### config.mk
export PLATFORM = sky130hd
export DESIGN_NAME = simple_dual_port_memory_wrapper
export DESIGN_NICKNAME = d
export VERILOG_FILES = /design/src/rtl/simple_dual_port_memory_wrapper.sv
export SDC_FILE = /design/constraint.sdc
export NUM_CORES = 2
export LEC_CHECK = 0
export ABC_CLOCK_PERIOD_IN_PS = 3600
export BUFFER_PORTS_ARGS = -buffer_cell sky130_fd_sc_hd__clkbuf_2
export CAP_MARGIN = 15
export CORE_ASPECT_RATIO = 0.7
export CORE_MARGIN = 3
export CORE_UTILIZATION = 40
export DETAILED_ROUTE_END_ITERATION = 10
export PLACE_DENSITY_LB_ADDON = 0.3
export SYNTH_ARGS = -nofsm -noshare
export SYNTH_HDL_FRONTEND = slang
export SYNTH_SLANG_ARGS = --single-unit
### constraint.sdc
create_clock -name clk -period 3.6 [get_ports clk]
set_clock_uncertainty 0.1 [all_clocks]
set_input_delay 0.36 -clock clk [delete_from_list [all_inputs] [get_ports clk]]
set_output_delay 0.36 -clock clk [all_outputs]
set_load 0.05 [all_outputs]
### src/rtl/simple_dual_port_memory_wrapper.sv
// Simple dual-port RAM: one write port, one registered read port, single clock.
// Write-first on same-address collision via an explicit bypass mux.
module simple_dual_port_memory_wrapper #(
  parameter  int WIDTH = 8,
  parameter  int DEPTH = 256,
  localparam int AW    = (DEPTH > 1) ? $clog2(DEPTH) : 1
) (
  input  logic             clk,
  input  logic             rst,
  input  logic [AW-1:0]    addr_d,
  input  logic [WIDTH-1:0] d,
  input  logic             en,
  input  logic [AW-1:0]    addr_q,
  output logic [WIDTH-1:0] q
);

  localparam logic [AW:0] DEPTH_W = (AW+1)'(DEPTH);

  logic [WIDTH-1:0] mem [DEPTH];
  logic             wr_ok, rd_ok, byp;

  // Range checks only matter when DEPTH is not a power of two.
  assign wr_ok = ({1'b0, addr_d} < DEPTH_W);
  assign rd_ok = ({1'b0, addr_q} < DEPTH_W);
  assign byp   = en && wr_ok && (addr_d == addr_q);

  // Storage carries no reset so it maps onto block RAM.
  always_ff @(posedge clk) begin
    if (!rst && en && wr_ok) mem[addr_d] <= d;
  end

  always_ff @(posedge clk) begin
    if (rst)         q <= '0;
    else if (!rd_ok) q <= '0;
    else if (byp)    q <= d;
    else             q <= mem[addr_q];
  end

endmodule

; After elaboration in Yosys (flattened, before gate mapping)
; Memories as Yosys holds them, arrays and structs flattened. A register that Yosys moved wholly into a read port is not among the register bits.
; Cells that the tools add are included.
; W data, S select, Z words.
[word_totals]
reg_bits = 0
ramBits = 2048
input_bits = 27
word_cells = 5
mem_count = 1
[memory_table]
columns = name, depth, width, rd, rd_ports_with_merged_regs, write_ports, line
row1 = mem, 256, 8, 1, 1, 1, 19  ; logic [WIDTH-1:0] mem [DEPTH];
[classes]
mux = 2
reduce_logical = 2
[ops]
columns = operator, count
row1 = $mux W1, 2
row2 = $logic_and A1 B1 Y1, 1
row3 = $logic_not A1 Y1, 1

; Depth between registers and ports, before layout
[depth]
depth_word = 4
mapped_depth = 13

; Least setup slack after synthesis
; No wires, ideal clock.
[synth_timing]
path_kind = input -> register
startpoint = in addr_q[0]
endpoint = reg q[1], read port of mem
setup_time_ns = 0.127
arrival_time_ns = 2.282
t_required_ns = 3.373
path_slack_ns = 1.091
cell_stages = 10
n_path_buf = 4
path_cell_list = buf_6 > buf_8 > buf_6 > buf_4 > mux4_2 > a22o_1 > a2111oi_0 > a311oi_1 > nand3_1 > nand3_1
[synth_lines]
columns = element, line
row1 = "start, declared", 13  ; input logic [AW-1:0] addr_q,
row2 = "end, declared", 14  ; output logic [WIDTH-1:0] q

==> out/qor.txt <==
====================================================================================
Root buffer selected by CTS ........................................... sky130_fd_sc_hd__clkbuf_16
IO Pins ...............................................................           35
Critical path buffer and inverter count ...............................            5
FP Rows ...............................................................          136
Drt first pass iters ..................................................            8
Area of the die ....................................................... 206000 sq um
PortBufs ..............................................................           34
Max capacitance violation total .......................................            0
CTS Hold Bufs .........................................................            0
Total of cells resized after clock tree synthesis .....................            0
Global-route wire length before repair ................................ 319000 microns
Via count of the first global-routing pass ............................        40939
Overflow left after global routing ....................................            0
Inst Count DP .........................................................         6819
Cell Area, Synth ......................................................  80200 sq um
Cell count after synthesis ............................................         3832
Max Root-Sink Buffers .................................................            4
Max stage delay cell, worst path ...................................... sky130_fd_sc_hd__nor3_1
Routed wire length .................................................... 225000 microns
Largest net degree at the start of global routing .....................          126
Largest stage delay on the critical path ..............................      0.75 ns
Upper clock frequency limit ...........................................    0.308 GHz
Most repeated library cell on the critical path ....................... sky130_fd_sc_hd__buf_4
Core occupancy in the finished layout .................................        46.9%
Routed WL per cell .................................................... 31.5 microns
Sequential element share of the synthesized area ......................        76.9%
Average instance area after synthesis .................................   20.9 sq um
Critical path capture point type ......................................     register
Chip height ...........................................................  381 microns
Hold Path Class ....................................................... primary input to register
Setup repair after global routing missed its margin ...................           no
Clock net sink count ..................................................         2056
Remaining number of nets flagged by the antenna check after routing ...            0
Iteration-0 DRC count of the detailed router ..........................         6435
Final-layout worst hold slack .........................................    0.0288 ns
Critical Path AT ......................................................      3.91 ns
Worst-case setup margin in the final layout ...........................     0.358 ns
Cells along the critical path ......................................... buf_8 -> buf_12 -> buf_4 -> buf_4 -> mux2i_1 -> o22ai_1 -> a211oi_1 -> buf_4 -> o21ai_0 -> o2111ai_1 -> nor3_1 -> a211o_1
WP data required ......................................................      4.27 ns
Share of flip-flops with an asynchronous set or reset after synthesis .           0%
Setup-failing EPs final ...............................................            0
Run status ............................................................    completed
Clock transition at the registers of the reported paths ...............      0.06 ns
CTS Buf Count .........................................................          188
Later-pin clock latency in the skew report ............................      0.83 ns
Fillcell total ........................................................        16400
Dominant synthesized flop cell ........................................ sky130_fd_sc_hd__edfxtp_1
Die boundary width ....................................................  541 microns
RePlAce Congestion ....................................................        0.946
Post-Synthesis Net Count ..............................................         3859
Worst ir drop on vdd ..................................................       393 uV
Overall fraction of global-route tracks in use ........................        21.7%
Synth-to-Final Area Change ............................................        15.7%
CP max FO .............................................................           20
#FFs+latches synth ....................................................         2056
Proportion of layout cells with a drive suffix above 1 ................        28.9%
Total of warnings raised by yosys .....................................            0
Final Hold Violating Endpoints ........................................            0
Count of different cell masters after synthesis .......................           57
Reported leakage power ................................................      29.8 nW
# Post-CTS Setup Buffers ..............................................            0
Number of flops mapped to enable cells by yosys .......................         2048
Max-slew violation total from the final report ........................            0
Number of nets in the finished design .................................         4414
Drt via density .......................................................         5.90
Detailed placement HPWL ............................................... 149000 microns
Vias ..................................................................        42157
Fin crit share ........................................................        90.1%
Count of unresolved DRC violations after routing ......................            0
Worst relative slew slack .............................................        9.41%
Level count of the clock H-tree .......................................            4
Power per Cell Area ...................................................  517 nW/um^2
Clock period minus worst slack ........................................      3.24 ns
Initial cell density of the core ......................................        40.5%
Count of placed standard cells in the final layout, fillers left out ..         7145
CTS tree ..............................................................         done
Core footprint ........................................................ 198000 sq um
Category of the worst setup path launch point ......................... primary input
Crit-path leading delay family ........................................ compound AO/OA/AOI/OAI gates
Actual slew at the worst max-slew pin .................................      1.36 ns
Post-placement worst setup slack ......................................    -0.318 ns
Number of antenna violations at the first check in global routing .....            8
Critical path start-end classification ................................ primary input to register
====================================================================================
==> state kept, by name, summed over array words and instances, names as in the netlist <==
register  count
mem        2048
q             8
==> cells in the final DEF, fill, tap and decap left out, drive strengths merged, types with 21 or more instances in the layout <==
cell and n:
a211oi 35, a21oi 37, a22oi 44, buf 569
clkbuf 267, clkinv 70, edfxtp 2048, mux2i 205
mux4 451, nand2 81, nand3 45, nand4 21
nor2 305, nor3 39, o21ai 27, o221ai 21
o22ai 81
==> power by group <==
| group | total (mW) | internal, mW | switching, mW |
|---|---|---|---|
| clock | 18.9 | 10.4 | 8.50 |
| combinational | 2.73 | 0.969 | 1.77 |
| sequential | 26.4 | 26.3 | 0.0252 |
| total | 48.0 | 37.7 | 10.3 |
==> synthesized netlist by cell type, types with 3 or more instances <==
| master | count | area share (%) |
|---|---|---|
| sky130_fd_sc_hd__inv_1 | 3 | 0.014 |
| sky130_fd_sc_hd__mux2_2 | 10 | 0.14 |
| sky130_fd_sc_hd__a211oi_1 | 35 | 0.33 |
| sky130_fd_sc_hd__clkbuf_1 | 107 | 0.50 |
| sky130_fd_sc_hd__o221ai_1 | 20 | 0.22 |
| sky130_fd_sc_hd__buf_8 | 11 | 0.21 |
| sky130_fd_sc_hd__or3_1 | 3 | 0.023 |
| sky130_fd_sc_hd__a221oi_1 | 3 | 0.033 |
| sky130_fd_sc_hd__nand2_1 | 81 | 0.38 |
| sky130_fd_sc_hd__nand2b_1 | 4 | 0.031 |
| sky130_fd_sc_hd__xnor2_1 | 8 | 0.087 |
| sky130_fd_sc_hd__nor2b_1 | 13 | 0.10 |
| sky130_fd_sc_hd__a2111oi_0 | 8 | 0.087 |
| sky130_fd_sc_hd__buf_2 | 40 | 0.25 |
| sky130_fd_sc_hd__mux4_2 | 450 | 13 |
| sky130_fd_sc_hd__a32oi_1 | 4 | 0.044 |
| sky130_fd_sc_hd__nor2_1 | 305 | 1.4 |
| sky130_fd_sc_hd__nand4_1 | 21 | 0.16 |
| sky130_fd_sc_hd__mux2i_1 | 205 | 2.6 |
| sky130_fd_sc_hd__buf_4 | 17 | 0.16 |
| sky130_fd_sc_hd__a31oi_1 | 10 | 0.078 |
| sky130_fd_sc_hd__o2111ai_1 | 3 | 0.033 |
| sky130_fd_sc_hd__nand3b_1 | 3 | 0.028 |
| sky130_fd_sc_hd__nor4b_1 | 4 | 0.044 |
| sky130_fd_sc_hd__edfxtp_1 | 2048 | 77 |
| sky130_fd_sc_hd__o22ai_1 | 81 | 0.63 |
| sky130_fd_sc_hd__buf_12 | 7 | 0.17 |
| sky130_fd_sc_hd__a22oi_1 | 44 | 0.41 |
| sky130_fd_sc_hd__buf_6 | 40 | 0.56 |
| sky130_fd_sc_hd__a22o_1 | 7 | 0.076 |
| sky130_fd_sc_hd__and2_1 | 17 | 0.13 |
| sky130_fd_sc_hd__dfxtp_1 | 8 | 0.20 |
| sky130_fd_sc_hd__a21oi_1 | 37 | 0.23 |
| sky130_fd_sc_hd__nand3_1 | 45 | 0.28 |
| sky130_fd_sc_hd__a211o_1 | 8 | 0.087 |
| sky130_fd_sc_hd__o32ai_1 | 4 | 0.044 |
| sky130_fd_sc_hd__o21ai_0 | 27 | 0.17 |
| sky130_fd_sc_hd__nor3_1 | 37 | 0.23 |
| sky130_fd_sc_hd__nor4_1 | 19 | 0.15 |
| sky130_fd_sc_hd__buf_1 | 12 | 0.056 |
==> worst reg2reg max path, delay by kind of cell, from the launching register on <==
kind	cells	cell delay, ns
AO/OA/AOI/OAI	3	1.00
buffers and inverters	1	0.27
flip-flops	1	0.38
multiplexers	2	0.81
AND/OR/NAND/NOR	2	0.28
==> layer usage <==
metal  global-route usage (%)  share of wire, %  up-vias  wire [microns]
met5                        0             0.012        -              27
met2                     29.1                41     2418           92700
met1                     34.0                43    22407           98000
met4                     3.88               1.9        4            4320
li1                         -                 -    17053               -
met3                     7.71                13      275           30300
==> cells by family after synthesis <==
logic type,after synthesis,share of synthesized area [%]
buf+inv,239,1.93
compound gates,301,2.59
xor+xnor,8,0.0874
simple gates,562,3.10
flops,2056,76.9
mux,666,15.4
==> through the flow <==
| stage | power, mW | area [sq um] | TNS [ns] |
|---|---|---|---|
| after floorplan | 28.2 | 80200 | 0 |
| after global placement | 29.6 | 87200 | -0.661 |
| after detailed placement | 29.6 | 87200 | -0.328 |
| after CTS | 48.2 | 92800 | 0 |
| after global routing | 49.3 | 92800 | 0 |
| final | 48.0 | 92800 | 0 |
==> worst paths after layout <==
check	start	endpoint	slack, ns	cells after the start
setup / recovery	addr_q[0]	q[3]	0.36	12
hold / removal	d[6]	mem[242][6]	0.03	1
setup reg to reg	mem[251][7]	q[7]	0.63	8
hold reg to reg	mem[99][1]	q[1]	1.03	6
==> cell type report <==
type	instances	area (sq um)	area share, %
well taps	2622	3280	3.54
repair buffers	599	5210	5.61
multi-input cells	1537	17000	18.3
diodes	2	5.00	0.00540
clock buffers	237	4930	5.32
inverters	5	23.8	0.0256
flip-flops and latches	2056	61700	66.5
clock inverters	87	657	0.708
No activity file was read; power rests on OpenSTA's default activity.
